$ cat config.mk
export PLATFORM = sky130hd
export DESIGN_NAME = lsu_ctrl
export DESIGN_NICKNAME = d
export VERILOG_FILES = /design/src/rtl/lsu_pkg.sv /design/src/rtl/lsu_align.sv /design/src/rtl/lsu_ctrl.sv
export SDC_FILE = /design/constraint.sdc
export NUM_CORES = 1
export LEC_CHECK = 0
export CAP_MARGIN = 20
export CORE_MARGIN = 2
export CORE_UTILIZATION = 51
export CTS_CLUSTER_SIZE = 25
export DETAILED_ROUTE_END_ITERATION = 8
export GPL_ROUTABILITY_DRIVEN = 0
export PLACE_DENSITY = 0.89
export SYNTH_ARGS = -nofsm -noshare
export SYNTH_HDL_FRONTEND = slang
export SYNTH_SLANG_ARGS = --single-unit
$ cat constraint.sdc
create_clock -name clk -period 4.8 [get_ports clk]
set_clock_uncertainty 0.1 [all_clocks]
set_input_delay 0.96 -clock clk [delete_from_list [all_inputs] [get_ports clk]]
set_output_delay 0.96 -clock clk [all_outputs]
set_load 0.01 [all_outputs]
$ cat src/rtl/lsu_pkg.sv
// lsu_pkg: funct3 width codes, FSM states and the alignment helper shared by the load/store unit
package lsu_pkg;
  localparam logic [1:0] LSU_B = 2'd0;
  localparam logic [1:0] LSU_H = 2'd1;
  localparam logic [1:0] LSU_W = 2'd2;
  localparam logic [1:0] LSU_D = 2'd3;
  localparam int LSU_UNS = 2;
  typedef enum logic [1:0] {IDLE, REQ, WAIT, RESP} lsu_state_e;
  function automatic logic lsu_misaligned(input logic [2:0] addr_lo, input logic [1:0] size_log2);
    return |(addr_lo & ((3'd1 << size_log2) - 3'd1));
  endfunction
endpackage

$ cat src/rtl/lsu_align.sv
// lsu_align: byte enables, store lane shift and load lane extract/extend for one access
module lsu_align
  import lsu_pkg::*;
#(
  parameter int XLEN = 32,
  localparam int NB = XLEN / 8,
  localparam int OW = $clog2(NB)
) (
  input  logic [OW-1:0]   i_off,
  input  logic [1:0]      i_size,
  input  logic            i_uns,
  input  logic [XLEN-1:0] i_wdata,
  input  logic [XLEN-1:0] i_rdata,
  output logic [NB-1:0]   o_be,
  output logic [XLEN-1:0] o_wdata,
  output logic [XLEN-1:0] o_rdata
);
  logic [NB-1:0]   w_bmask;
  logic [XLEN-1:0] w_dmask;
  logic [XLEN-1:0] w_rsh;
  logic            w_sign;
  assign w_bmask = NB'((32'd1 << (32'd1 << i_size)) - 32'd1);
  for (genvar i = 0; i < NB; i++) begin : g_mask
    assign w_dmask[8*i +: 8] = {8{w_bmask[i]}};
  end
  always_comb begin
    o_be    = w_bmask << i_off;
    o_wdata = (i_wdata & w_dmask) << {i_off, 3'b000};
    w_rsh   = i_rdata >> {i_off, 3'b000};
    w_sign  = i_size == LSU_B ? w_rsh[7] : i_size == LSU_H ? w_rsh[15] : i_size == LSU_W ? w_rsh[31] : w_rsh[XLEN-1];
    o_rdata = (w_rsh & w_dmask) | (i_uns ? '0 : ~w_dmask & {XLEN{w_sign}});
  end
endmodule

$ cat src/rtl/lsu_ctrl.sv
// lsu_ctrl: handshaked load/store FSM issuing one memory transaction per instruction
module lsu_ctrl
  import lsu_pkg::*;
#(
  parameter int XLEN  = 32,
  parameter int IMM_W = 12
) (
  input  logic              clk,
  input  logic              rst_n,
  input  logic              req_valid,
  output logic              req_ready,
  input  logic              req_store,
  input  logic [2:0]        req_funct3,
  input  logic [IMM_W-1:0]  req_imm,
  input  logic [XLEN-1:0]   req_base,
  input  logic [XLEN-1:0]   req_wdata,
  output logic              mem_req,
  input  logic              mem_gnt,
  output logic              mem_we,
  output logic [XLEN-1:0]   mem_addr,
  output logic [XLEN/8-1:0] mem_be,
  output logic [XLEN-1:0]   mem_wdata,
  input  logic              mem_rvalid,
  input  logic [XLEN-1:0]   mem_rdata,
  output logic              rsp_valid,
  output logic [XLEN-1:0]   rsp_data,
  output logic              rsp_err
);
  localparam int NB = XLEN / 8;
  localparam int OW = $clog2(NB);
  lsu_state_e      r_state, w_next;
  logic [XLEN-1:0] r_addr, r_wdata, r_rdata;
  logic [2:0]      r_f3;
  logic            r_store, r_err;
  logic [XLEN-1:0] w_addr, w_wdata_al, w_rdata_ext;
  logic [NB-1:0]   w_be;
  logic            w_accept, w_err;
  assign w_addr   = req_base + {{(XLEN-IMM_W){req_imm[IMM_W-1]}}, req_imm};
  assign w_accept = req_valid && req_ready;
  assign w_err    = lsu_misaligned(w_addr[2:0], req_funct3[1:0]) || (XLEN == 32 && req_funct3[1:0] == LSU_D) ||
                    (req_store && req_funct3[LSU_UNS]) || req_funct3 == 3'b111;
  lsu_align #(.XLEN(XLEN)) u_align (
    .i_off   (r_addr[OW-1:0]),
    .i_size  (r_f3[1:0]),
    .i_uns   (r_f3[LSU_UNS]),
    .i_wdata (r_wdata),
    .i_rdata (mem_rdata),
    .o_be    (w_be),
    .o_wdata (w_wdata_al),
    .o_rdata (w_rdata_ext)
  );
  always_ff @(posedge clk or negedge rst_n)
    if (!rst_n) r_state <= IDLE;
    else r_state <= w_next;
  // r_rdata is cleared on accept so stores and errors respond with zero
  always_ff @(posedge clk or negedge rst_n) begin
    if (!rst_n) begin
      r_addr  <= '0;
      r_wdata <= '0;
      r_rdata <= '0;
      r_f3    <= '0;
      r_store <= 1'b0;
      r_err   <= 1'b0;
    end else if (w_accept) begin
      r_addr  <= w_addr;
      r_wdata <= req_wdata;
      r_rdata <= '0;
      r_f3    <= req_funct3;
      r_store <= req_store;
      r_err   <= w_err;
    end else if (r_state == WAIT && mem_rvalid) begin
      r_rdata <= w_rdata_ext;
    end
  end
  always_comb begin
    w_next = r_state;
    case (r_state)
      IDLE:    if (w_accept) w_next = w_err ? RESP : REQ;
      REQ:     if (mem_gnt) w_next = r_store ? RESP : WAIT;
      WAIT:    if (mem_rvalid) w_next = RESP;
      RESP:    w_next = IDLE;
      default: w_next = IDLE;
    endcase
  end
  always_comb begin
    req_ready = r_state == IDLE;
    mem_req   = r_state == REQ;
    mem_we    = mem_req && r_store;
    mem_addr  = mem_req ? r_addr : '0;
    mem_be    = mem_req ? w_be : '0;
    mem_wdata = mem_we ? w_wdata_al : '0;
    rsp_valid = r_state == RESP;
    rsp_data  = rsp_valid ? r_rdata : '0;
    rsp_err   = rsp_valid && r_err;
  end
endmodule

# Word level (Yosys, flattened, before mapping)
# Cells that the tools add are included.
# classes
add_sub_neg	3
muxes	15
n_shift	6
bitwise	6
reduce_logical	13
eq_ne	9
# ops
operator	n
$mux 32	6
$and 32x32->32	3
$add 32x32->32	1
$not 32->32	1
$or 32x32->32	1
$shl 1x2->32 const A	1
$shl 1x32->4 const A	1
$shl 32x5->32	1
$shr 32x5->32	1
$mux 2	4
$pmux 2 s4	1
$eq 2x2->1 const B	3
$logic_and 1x1->1	5
$eq 2x1->1 const B	2
$logic_not 2->1	2
$mux 4	1
$ne 2x1->1 const B	2
$shl 4x2->4	1
$sub 4x1->4 const B	1
$and 3x3->3	1
$eq 3x3->1 const B	1
$logic_or 1x1->1	3
$mux 1	3
$reduce_and 3->1	1
5 further kinds	5
# totals
output_inout_bits	105
wordCells	59
ff_bits	103

# Logic depth before layout (Yosys ltp)
# depth
ltp_word	10
depth_mapped	10

# By module
# From an unflattened synthesis, not the netlist that was laid out.
# unflattened
hier_cells	936
area_unflattened_um2	7531.0
# by_module_without_submodules
module	n_inst	area_each_um2	cells_each
lsu_ctrl	1	6301.0	731
lsu_align	1	1229.9	205

# Worst setup path after synthesis
# No wires, ideal clock.
# synth_path
path_kind	input-to-reg
start	input req_imm[11]
end	register r_addr[29]
t_arrival_ps	3183
setup_slack_ps	1425
setup_time_ps	92
required_ps	4608
stages	9
path_buffers	0
cell_sequence	ha_1 -> and3_1 -> and2_4 -> or3b_4 -> o21ai_4 -> a21oi_2 -> or4_4 -> and3b_1 -> o31ai_2
# synth_via
elab_chain_len	1
# synth_rtl
element	line	text
from (decl)	lsu_ctrl.sv:14	input logic [IMM_W-1:0] req_imm,
$add 32x32->32	lsu_ctrl.sv:38	assign w_addr = req_base + {{(XLEN-IMM_W){req_imm[IMM_W-1]}}, req_imm};
to (signal assigned)	lsu_ctrl.sv:65	r_addr <= w_addr;
to (decl)	lsu_ctrl.sv:32	logic [XLEN-1:0] r_addr, r_wdata, r_rdata;
# Every way passes these cells.
# A chain may end at the register's enable or synchronous reset.

# Worst setup path after layout
# layout_path
start	register r_state[1]
end	output mem_wdata[1]
# layout_via
elab_chain_len	3
# layout_rtl
element	line	text
from (decl)	lsu_ctrl.sv:31	lsu_state_e r_state, w_next;
from (signal assigned)	lsu_ctrl.sv:54	else r_state <= w_next;
$eq 2x1->1	lsu_ctrl.sv:87	mem_req = r_state == REQ;
$logic_and 1x1->1	lsu_ctrl.sv:88	mem_we = mem_req && r_store;
$mux 32	lsu_ctrl.sv:91	mem_wdata = mem_we ? w_wdata_al : '0;
to (decl)	lsu_ctrl.sv:22	output logic [XLEN-1:0] mem_wdata,
# Every way passes these cells.

==> run metrics <==
status=complete, no violations; post-DR vias/cell=5.78; grt total ovfl=0; setup TNS=0 ps; cell taking the most area after synthesis=dfrtp_1; Final Hold Fails=0; Ys Warns=0; Synth Flop Type=dfrtp_1; CP Max Fanout=10; Worst path max stage delay=around 660 ps; Mapped Nets=1054; Setup WS pre-CTS=643 ps; DRT Wirelength=22000 µm; critical path data arrival time=2850 ps; Hold WC Path Type=in -> async; Reg power frac=0.336; WHS=299 ps; Final Max Slew Viols=0; critical path capture point type=output port; row count=42; sequential element share of the synthesized area=0.365; Die X=122 µm; starting density of the core=0.527; Total Routing Usage GR=0.290; post-cts sizing count=0; required time of the critical path=around 3700 ps; crit path kind=reg -> out; post-route antenna net violation count=0; worst skew pair latency=340 ps; PD cells=around 480 nW/µm²; initial antenna violation count=0; vias post-DR=7392; Cell Area, Synth=7060 µm²; DR WL/cell=17.2 µm; Rel. slew slack=0.320; vias in the first global route=6865; commonest non-fill, non-tap cell in the layout=nand2_1; CTS tree=yes; initial drt markers=~680; Top Family by Delay on Critical Path=simple AND/OR/NAND/NOR gates; layout net count=1251; DRC=0; number of max-cap violations=0; Synth top area share=0.365; clock sink count=103; unrepaired setup endpoints after global routing=no; NetSw=1.99 mW; crit-path cells=inv_1 > ha_1 > nand2_1 > nor3_1 > and2_1 > clkdlybuf4s50_1; Tcrit/Tclk final=0.815; area of the die=14800 µm²; Post-synth ARST share=1.00; Max Freq=256 MHz; Core Region=13400 µm²; clk root buf=clkbuf_16; Logic pwr share=0.505; flop and latch count out of synthesis=103; crit path time final=3910 ps; total CTS buffers=9; Final Worst Setup Slack=888 ps; storage element area=2580 µm²; crit path buf inv count=2; post-CTS setup buffers=0; area of the multi-input gates=4250 µm²; most frequent cells in the layout=nand2_1 (231), clkdlybuf4s50_1 (220), dfrtp_1 (102), o21ai_0 (82), a21oi_1 (80); Slowest-stage cell, CP=nor3_1; Antenna diodes=0; first-pass GRT wire length=34100 µm; Critical Path Source Type=flop; Post-Syn Area per Cell=7.83 µm²; Fillers=986; layout cells sized above 1=0.0435; htree depth=3; post-DP HPWL=approximately 16000 µm; largest net degree at the start of global routing=96; Unique masters post-synth=54; Max Buffers Root-to-Sink=2; worst vdd ir=between 200 and 300 µV; final instance area=9710 µm²; chip height=around 120 µm; Int Pwr=2.70 mW; worst-margin pin slew=1020 ps; P_leak=4.23 nW; PortBufs=221; Mapped Cells=901; sw frac=0.424; clock-pin slew on the worst setup and hold paths=70 ps; Clk pwr share=0.159; DP Area=9400 µm²; IO Pins=222; area delta synth->final=37.6%; largest cells by area after synthesis=dfrtp_1 (37%), nand2_1 (12%), and2_1 (6.6%); number of flops mapped to enable cells by yosys=0; drt pass-1 iters=8; hold_buf cts=0; setup violators final=0
[worst register-to-register path: cells and delay by family, from the launching register on]
kind                   cells  cell delay (ps)
and+or+nand+nor            3              770
AOI/OAI and AO/OA          3              430
DFF                        1              640
muxes                      1              120
buffers and inverters      2              630
[power groups by stage]
stage               Combinational [mW]  Clock [mW]  Sequential, mW
floorplan                         1.53           0            1.43
global placement                  2.25           0            1.55
detailed placement                2.31           0            1.57
CTS                               2.34       0.747            1.56
global route                      2.61       0.786            1.61
finish                            2.36       0.745            1.57
[metal layers]
metal / part of all wire / GRT usage / vias up / wire [µm]
met5: 0 / 0 / - / 0
met4: 0.037 / 0.129 / 0 / 810
met3: 0.089 / 0.0524 / 64 / 1970
met2: 0.48 / 0.491 / 404 / 10600
met1: 0.39 / 0.364 / 3448 / 8640
li1: - / - / 3476 / -
[area by class of cell]
class,count,share of cell area
well taps,176,0.0227
flip-flops and latches,103,0.266
clock inverters,3,0.00438
multi-input cells,734,0.437
repair buffers,233,0.238
clock buffers,13,0.0258
inverters,17,0.00657
[final timing paths]
check	startpoint	to	slack [ps]	cells past startpoint
worst max-delay path	r_state[1]	mem_wdata[1]	890	6
worst min-delay path	rst_n	r_wdata[0]	300	1
worst max register to register	r_addr[0]	r_rdata[21]	2010	9
worst min register to register	r_addr[5]	r_addr[5]	370	2
max in group asynchronous	rst_n	r_addr[0]	3290	2
min in group clk	r_addr[5]	r_addr[5]	370	2
[flip-flops by register name, summed over array words and instances, names as in the netlist]
register,count
r_addr,32
r_err,1
r_f3,3
r_rdata,32
r_state,2
r_store,1
r_wdata,32
[stage by stage]
step	utilization	std cells	total power, mW
finish	0.725	1279	4.68
global route	0.725	1279	5.01
CTS	0.723	1278	4.64
detailed placement	0.702	1262	3.88
global placement	0.702	1262	3.80
floorplan	-	901	2.96
[synthesized netlist by cell type, types with 9 or more instances]
| library cell | count |
|---|---|
| buf_1 | 9 |
| mux2i_1 | 25 |
| and2_1 | 74 |
| ha_1 | 35 |
| xnor2_1 | 15 |
| a21o_1 | 12 |
| o21ai_1 | 13 |
| clkbuf_1 | 38 |
| o21ai_0 | 82 |
| nand3_1 | 12 |
| nand2_1 | 232 |
| a21oi_1 | 81 |
| mux2_2 | 10 |
| xor2_1 | 10 |
| dfrtp_1 | 103 |
| a221oi_1 | 9 |
| inv_1 | 17 |
| nor2_1 | 44 |
[cell families (layout without fill, tap and decap cells)]
family | after synthesis | count (layout) | synth area share
fa+ha+maj | 36 | 36 | 0.0649
simple gates | 398 | 398 | 0.255
flops | 103 | 103 | 0.365
xor+xnor | 25 | 25 | 0.0310
buf+inv | 64 | 266 | 0.0340
compound gates | 240 | 240 | 0.198
mux | 35 | 35 | 0.0514
No activity file was read; power rests on OpenSTA's default activity.
